File: src/rtl/wb_sched_if.sv
// Writeback scheduler bus: pipeline result, memory return and register-file write port.
interface wb_sched_if;
  logic        alu_valid;
  logic [2:0]  alu_reg;
  logic [15:0] alu_data;
  logic        alu_stall;
  logic        mem_done;
  logic [2:0]  mem_reg;
  logic [15:0] mem_data;
  logic        wr_en;
  logic [2:0]  wr_reg;
  logic [15:0] wr_data;
  logic        err;

  modport master (
    output alu_valid, alu_reg, alu_data,
    output mem_done, mem_reg, mem_data,
    input  alu_stall, wr_en, wr_reg, wr_data, err
  );

  modport slave (
    input  alu_valid, alu_reg, alu_data,
    input  mem_done, mem_reg, mem_data,
    output alu_stall, wr_en, wr_reg, wr_data, err
  );
endinterface

File: src/rtl/wb_sched.sv
// Register-file write-port arbiter: memory return first, buffered ALU results next.
// Optional WB_SCHED_ERR_EN adds a pulse when a stalled ALU result is presented.
module wb_sched #(
  parameter int DEPTH = 2
) (
  input logic       clk,
  input logic       rst,
  wb_sched_if.slave bus
);
  localparam int PW = (DEPTH == 4) ? 2 : 1;
  localparam logic [PW:0] FULL_CNT = (PW+1)'(DEPTH);
  localparam logic [PW:0] LAST_CNT = (PW+1)'(DEPTH - 1);
  localparam logic [PW:0] ONE_CNT  = (PW+1)'(1);

  typedef enum logic [1:0] {EMPTY, PART, FULL} state_t;

  state_t        state_q, state_d;
  logic [PW:0]   count_q, count_d;
  logic [PW-1:0] head_q, tail_q;
  logic [2:0]    buf_reg  [DEPTH];
  logic [15:0]   buf_data [DEPTH];

  logic        accept, push, pop, direct;
  logic        wr_en_q;
  logic [2:0]  wr_reg_q;
  logic [15:0] wr_data_q;

  assign bus.alu_stall = (count_q == FULL_CNT);
  assign bus.wr_en     = wr_en_q;
  assign bus.wr_reg    = wr_reg_q;
  assign bus.wr_data   = wr_data_q;

  always_comb begin
    accept = bus.alu_valid & ~bus.alu_stall;
    pop    = ~bus.mem_done & (state_q != EMPTY);
    push   = accept & (bus.mem_done | (state_q != EMPTY));
    direct = accept & ~push;
  end

  always_comb begin
    count_d = count_q;
    state_d = state_q;
    if (push && !pop) count_d = count_q + ONE_CNT;
    if (pop && !push) count_d = count_q - ONE_CNT;
    unique case (state_q)
      EMPTY: if (push && !pop) state_d = PART;
      PART: begin
        if (push && !pop && count_q == LAST_CNT)
          state_d = FULL;
        else if (pop && !push && count_q == ONE_CNT)
          state_d = EMPTY;
      end
      FULL: if (pop) state_d = PART;
      default: state_d = EMPTY;
    endcase
  end

  always_ff @(posedge clk) begin
    if (rst) begin
      state_q <= EMPTY;
      count_q <= '0;
      head_q  <= '0;
      tail_q  <= '0;
    end else begin
      state_q <= state_d;
      count_q <= count_d;
      if (push) tail_q <= tail_q + 1'b1;
      if (pop)  head_q <= head_q + 1'b1;
    end
  end

  // Payload storage needs no reset; occupancy alone decides validity.
  always_ff @(posedge clk) begin
    if (!rst && push) begin
      buf_reg[tail_q]  <= bus.alu_reg;
      buf_data[tail_q] <= bus.alu_data;
    end
  end

  always_ff @(posedge clk) begin
    if (rst) begin
      wr_en_q   <= 1'b0;
      wr_reg_q  <= '0;
      wr_data_q <= '0;
    end else begin
      wr_en_q <= bus.mem_done | pop | direct;
      unique case (1'b1)
        bus.mem_done: begin
          wr_reg_q  <= bus.mem_reg;
          wr_data_q <= bus.mem_data;
        end
        pop: begin
          wr_reg_q  <= buf_reg[head_q];
          wr_data_q <= buf_data[head_q];
        end
        direct: begin
          wr_reg_q  <= bus.alu_reg;
          wr_data_q <= bus.alu_data;
        end
        default: ;
      endcase
    end
  end

`ifdef WB_SCHED_ERR_EN
  logic err_q;
  assign bus.err = err_q;

  always_ff @(posedge clk) begin
    if (rst) err_q <= 1'b0;
    else     err_q <= bus.alu_valid & bus.alu_stall;
  end
`else
  assign bus.err = 1'b0;
`endif
endmodule

File: src/flat_wrapper.sv
// flat-port wrapper written by rule: the top's interface ports become plain ports
module wb_sched_flat 
#(
  parameter int DEPTH = 2
)
  (clk, rst, bus_alu_valid, bus_alu_reg, bus_alu_data, bus_mem_done, bus_mem_reg, bus_mem_data, bus_alu_stall, bus_wr_en, bus_wr_reg, bus_wr_data, bus_err);
  wb_sched_if bus_i ();
  input logic clk;
  input logic rst;
  input wire logic [$bits(bus_i.alu_valid)-1:0] bus_alu_valid;
  input wire logic [$bits(bus_i.alu_reg)-1:0] bus_alu_reg;
  input wire logic [$bits(bus_i.alu_data)-1:0] bus_alu_data;
  input wire logic [$bits(bus_i.mem_done)-1:0] bus_mem_done;
  input wire logic [$bits(bus_i.mem_reg)-1:0] bus_mem_reg;
  input wire logic [$bits(bus_i.mem_data)-1:0] bus_mem_data;
  output wire logic [$bits(bus_i.alu_stall)-1:0] bus_alu_stall;
  output wire logic [$bits(bus_i.wr_en)-1:0] bus_wr_en;
  output wire logic [$bits(bus_i.wr_reg)-1:0] bus_wr_reg;
  output wire logic [$bits(bus_i.wr_data)-1:0] bus_wr_data;
  output wire logic [$bits(bus_i.err)-1:0] bus_err;
  assign bus_i.alu_valid = bus_alu_valid;
  assign bus_i.alu_reg = bus_alu_reg;
  assign bus_i.alu_data = bus_alu_data;
  assign bus_i.mem_done = bus_mem_done;
  assign bus_i.mem_reg = bus_mem_reg;
  assign bus_i.mem_data = bus_mem_data;
  assign bus_alu_stall = bus_i.alu_stall;
  assign bus_wr_en = bus_i.wr_en;
  assign bus_wr_reg = bus_i.wr_reg;
  assign bus_wr_data = bus_i.wr_data;
  assign bus_err = bus_i.err;
  wb_sched #(.DEPTH(DEPTH)) u_core (.clk(clk), .rst(rst), .bus(bus_i));
endmodule
File: config.mk
export PLATFORM = sky130hd
export DESIGN_NAME = wb_sched_flat
export DESIGN_NICKNAME = d
export VERILOG_FILES = /design/src/rtl/wb_sched_if.sv /design/src/rtl/wb_sched.sv /design/src/flat_wrapper.sv
export SDC_FILE = /design/constraint.sdc
export NUM_CORES = 1
export LEC_CHECK = 0
export CORE_MARGIN = 1.5
export CORE_UTILIZATION = 49
export DETAILED_ROUTE_END_ITERATION = 8
export PLACE_DENSITY = 0.79
export SYNTH_ARGS = -nofsm -noshare
export SYNTH_HDL_FRONTEND = slang
export SYNTH_SLANG_ARGS = --single-unit
File: constraint.sdc
create_clock -name clk -period 3.8 [get_ports clk]
set_input_delay 0.76 -clock clk [delete_from_list [all_inputs] [get_ports clk]]
set_output_delay 0.76 -clock clk [all_outputs]
set_load 0.05 [all_outputs]
==> impl_results.md <==
* Ranking of synthesized cells by area: edfxtp_1, dfxtp_1, mux2_2
* Switching Fraction at ~28%
* Drc violations at 0
* Vias in the first global route at between 2000 and 2500
* Fill cells at 430
* Req. time, crit path at approximately 4 ns
* Comb power frac at about a fifth
* Critical Path AT at between 2 and 3 ns
* Fin nets at ~350
* Setup Buffers After CTS at 0
* Max rail drop VDD at about 0.42 mV
* Slowest cell delay on critical path at slightly below 0.6 ns
* Die Wd at between 70 and 80 microns
* Clock Latency Late Sink at around 0.34 ns
* Setup TNS at 0 ns
* Switching power at roughly 550 uW
* Max cap viols at 0
* Std-Cell Core Area at approximately 5400 sq um
* H-tree lvl count at 3
* Crit-path cells: clkdlybuf4s50_1 -> nand2b_1 -> buf_4 -> a21o_1 -> nand2_1 -> a311oi_1
* Register area at approximately 1700 sq um
* Synth Area in Simple Gates at about an eighth
* ANT nets after route at 0
* Status: complete, no violations
* Power Total at ~1.9 mW
* Ratio of final minimum period to clock period at approximately two thirds
* Kind of critical path: primary input to register
* GR Overflow Total at 0
* Post-Syn Area at roughly 2700 sq um
* Avg Cell Area, Syn at 11.73 sq um
* P&R area growth vs syn at 33.87%
* Top-area cell type share of the netlist area at 41.74%
* Post-Layout Cell Count at ~380
* FP Rows at 27
* Largest family of logic cells by synthesized area: simple AND/OR/NAND/NOR gates
* Final clock skew at around 0.0096 ns
* Internal cell power at between 1 and 1.5 mW
* Fmax at approximately 0.40 GHz
* Post-synth top area cell: edfxtp_1
* Top_reg_cell synth: edfxtp_1
* Async set or reset register ratio after synthesis at 0%
* Area of the multi-input gates at approximately 950 sq um
* Placed Cells at between 300 and 400
* EDFF count, synth at 38
* Post-synth top cells: edfxtp_1, nand2_1, nor2_1, dfxtp_1
* RSZ-0062 raised after global routing: false
* Sequential share of power at 43.0%
* Max reg flops at 32
* Hold-fix buffers at CTS at 0
* Clock Power Share at approximately 36%
* Fin crit period at ~2.5 ns
* Cts repair resizes at 0
* GRT Total Usage at 22.03%
* Slew @ Worst Pin at a little over 0.9 ns
* CP Capture Type: register
* Antenna diodes at 0
* Placer Congestion at 0.7210
* Max_slew headroom at 39.20%
* Detailed Route WL at approximately 6200 microns
* Xor/xnor share of the synthesized area at under 10%
* Final setup viols at 0
* DP HPWL at 3978 microns
* Post-Synth Adder-Cell Area at ~1.8%
* CTS tree: yes
* Leakage power at 1.307 nW
* Post-synthesis compound-gate area fraction at between 10% and 20%
* Synth cell types at 32
* CTS root buf: clkbuf_8
* Min-Delay Path Class: register to register
* Syn Nets at about 280
* Post-synthesis sequential area ratio at ~60%
* Clock-pin slew on the worst setup and hold paths at roughly 0.080 ns
* Die Area at between 6000 and 7000 sq um
* Io pins at 64
* Fin. max-slew vios at 0
* Global-route wire length before repair at approximately 10000 microns
* Post-Synthesis Cells at between 200 and 250
* CP startpoint kind: primary input
* Initial antenna violation count at 0
* Clock net sink count at 65
* Starting density of the core at about half
* PortBufs at 62
* DRT Pass-1 Iters at 4
* DR iter-0 viols at around 170
* Yosys warning total at 0
* Number of buffers created by CTS at 9
* Post-synthesis mux area share at 7.826%
* Fraction of layout cells with a size suffix above 1 at between 10% and 20%
* Synthesized flop and latch total at between 60 and 70
* Largest net degree at the start of global routing at 30
* Slowest CP cell: a21o_1
* Vias/cell at roughly 5.4
* Final Hold Viols at 0
* Chip height at slightly below 80 microns
* Max FO, Critical Path at 19
* Power per cell area at about 530 nW/um^2
* Via count at a little over 2000
* DR WL/cell at approximately 17 microns
* Worst-case clock buffer depth at 2
-- power by group through the flow --
| stage | logic, mW | registers [mW] | clock network, mW |
|---|---|---|---|
| 2_1_floorplan | 0.179 | 0.931 | 0 |
| 3_3_place_gp | 0.393 | 0.850 | 0 |
| 3_5_place_dp | 0.400 | 0.852 | 0 |
| 4_1_cts | 0.405 | 0.837 | 0.712 |
| 5_1_grt | 0.431 | 0.843 | 0.739 |
| 6_report | 0.403 | 0.837 | 0.707 |
-- area by class of cell --
type                    instances  share of cell area [%]
flip-flops and latches         65                   45.95
clock buffers                   9                   3.385
clock inverters                 7                   3.248
repair buffers                 70                   18.60
inverters                       4                  0.4103
multi-input cells             149                   25.95
well taps                      72                   2.462
-- path summary, 6_finish.rpt --
kind / from / end / slack (ns) / cells past startpoint
setup reg to reg: u_core.count_q[0] / u_core.bus.wr_data[12] / 1.51 / 7
hold reg to reg: u_core.bus.wr_data[8] / u_core.bus.wr_data[8] / 0.50 / 2
hold / removal: u_core.bus.wr_data[8] / u_core.bus.wr_data[8] / 0.50 / 2
setup / recovery: bus_alu_valid / u_core.bus.wr_data[12] / 1.28 / 6
-- per-stage QoR --
stage	hold WS [ns]	area [sq um]	setup slack (ns)	utilization, %
6_report	0.4985	3660	1.284	67.29
5_1_grt	0.5236	3660	1.137	67.29
4_1_cts	0.5012	3660	1.280	67.29
3_5_place_dp	0.4918	3417	0.9318	62.82
3_3_place_gp	0.4908	3417	1.050	62.82
2_1_floorplan	0.4806	2734	0.5446	-
-- placed cells by master (no fill, tap or decap), types with 2 or more instances in the layout --
master	netlist	final
a21oi_1	3	3
a311oi_1	19	19
buf_4	5	8
bufinv_16	0	3
clkbuf_8	0	9
clkdlybuf4s50_1	0	62
clkinvlp_4	0	2
dfxtp_1	27	27
edfxtp_1	38	38
ha_1	4	4
inv_1	3	3
mux2_2	19	19
nand2_1	38	38
nor2_1	29	29
o21ai_1	19	19
xnor2_1	2	2
xor2_1	2	2
-- critical path: cells and delay by family --
family	cells	cell delay [ns]
compound gates	2	0.86
simple gates	2	0.45
buf+inv	2	0.66
-- per-layer routing --
metal  global-route usage [%]  up-vias  share of wire, %
li1                         -      971                 -
met1                    26.82      991                41
met5                        0        -                 0
met3                    4.235       14               3.9
met2                    36.61       47                53
met4                    12.18        0               1.9
-- cell families after synthesis --
logic type | count (synthesis)
compound gates | 44
xor+xnor | 4
fa+ha+maj | 4
buf+inv | 19
flops | 65
mux | 19
other cells | 1
simple gates | 77
Power figures use the tool's default switching activity.
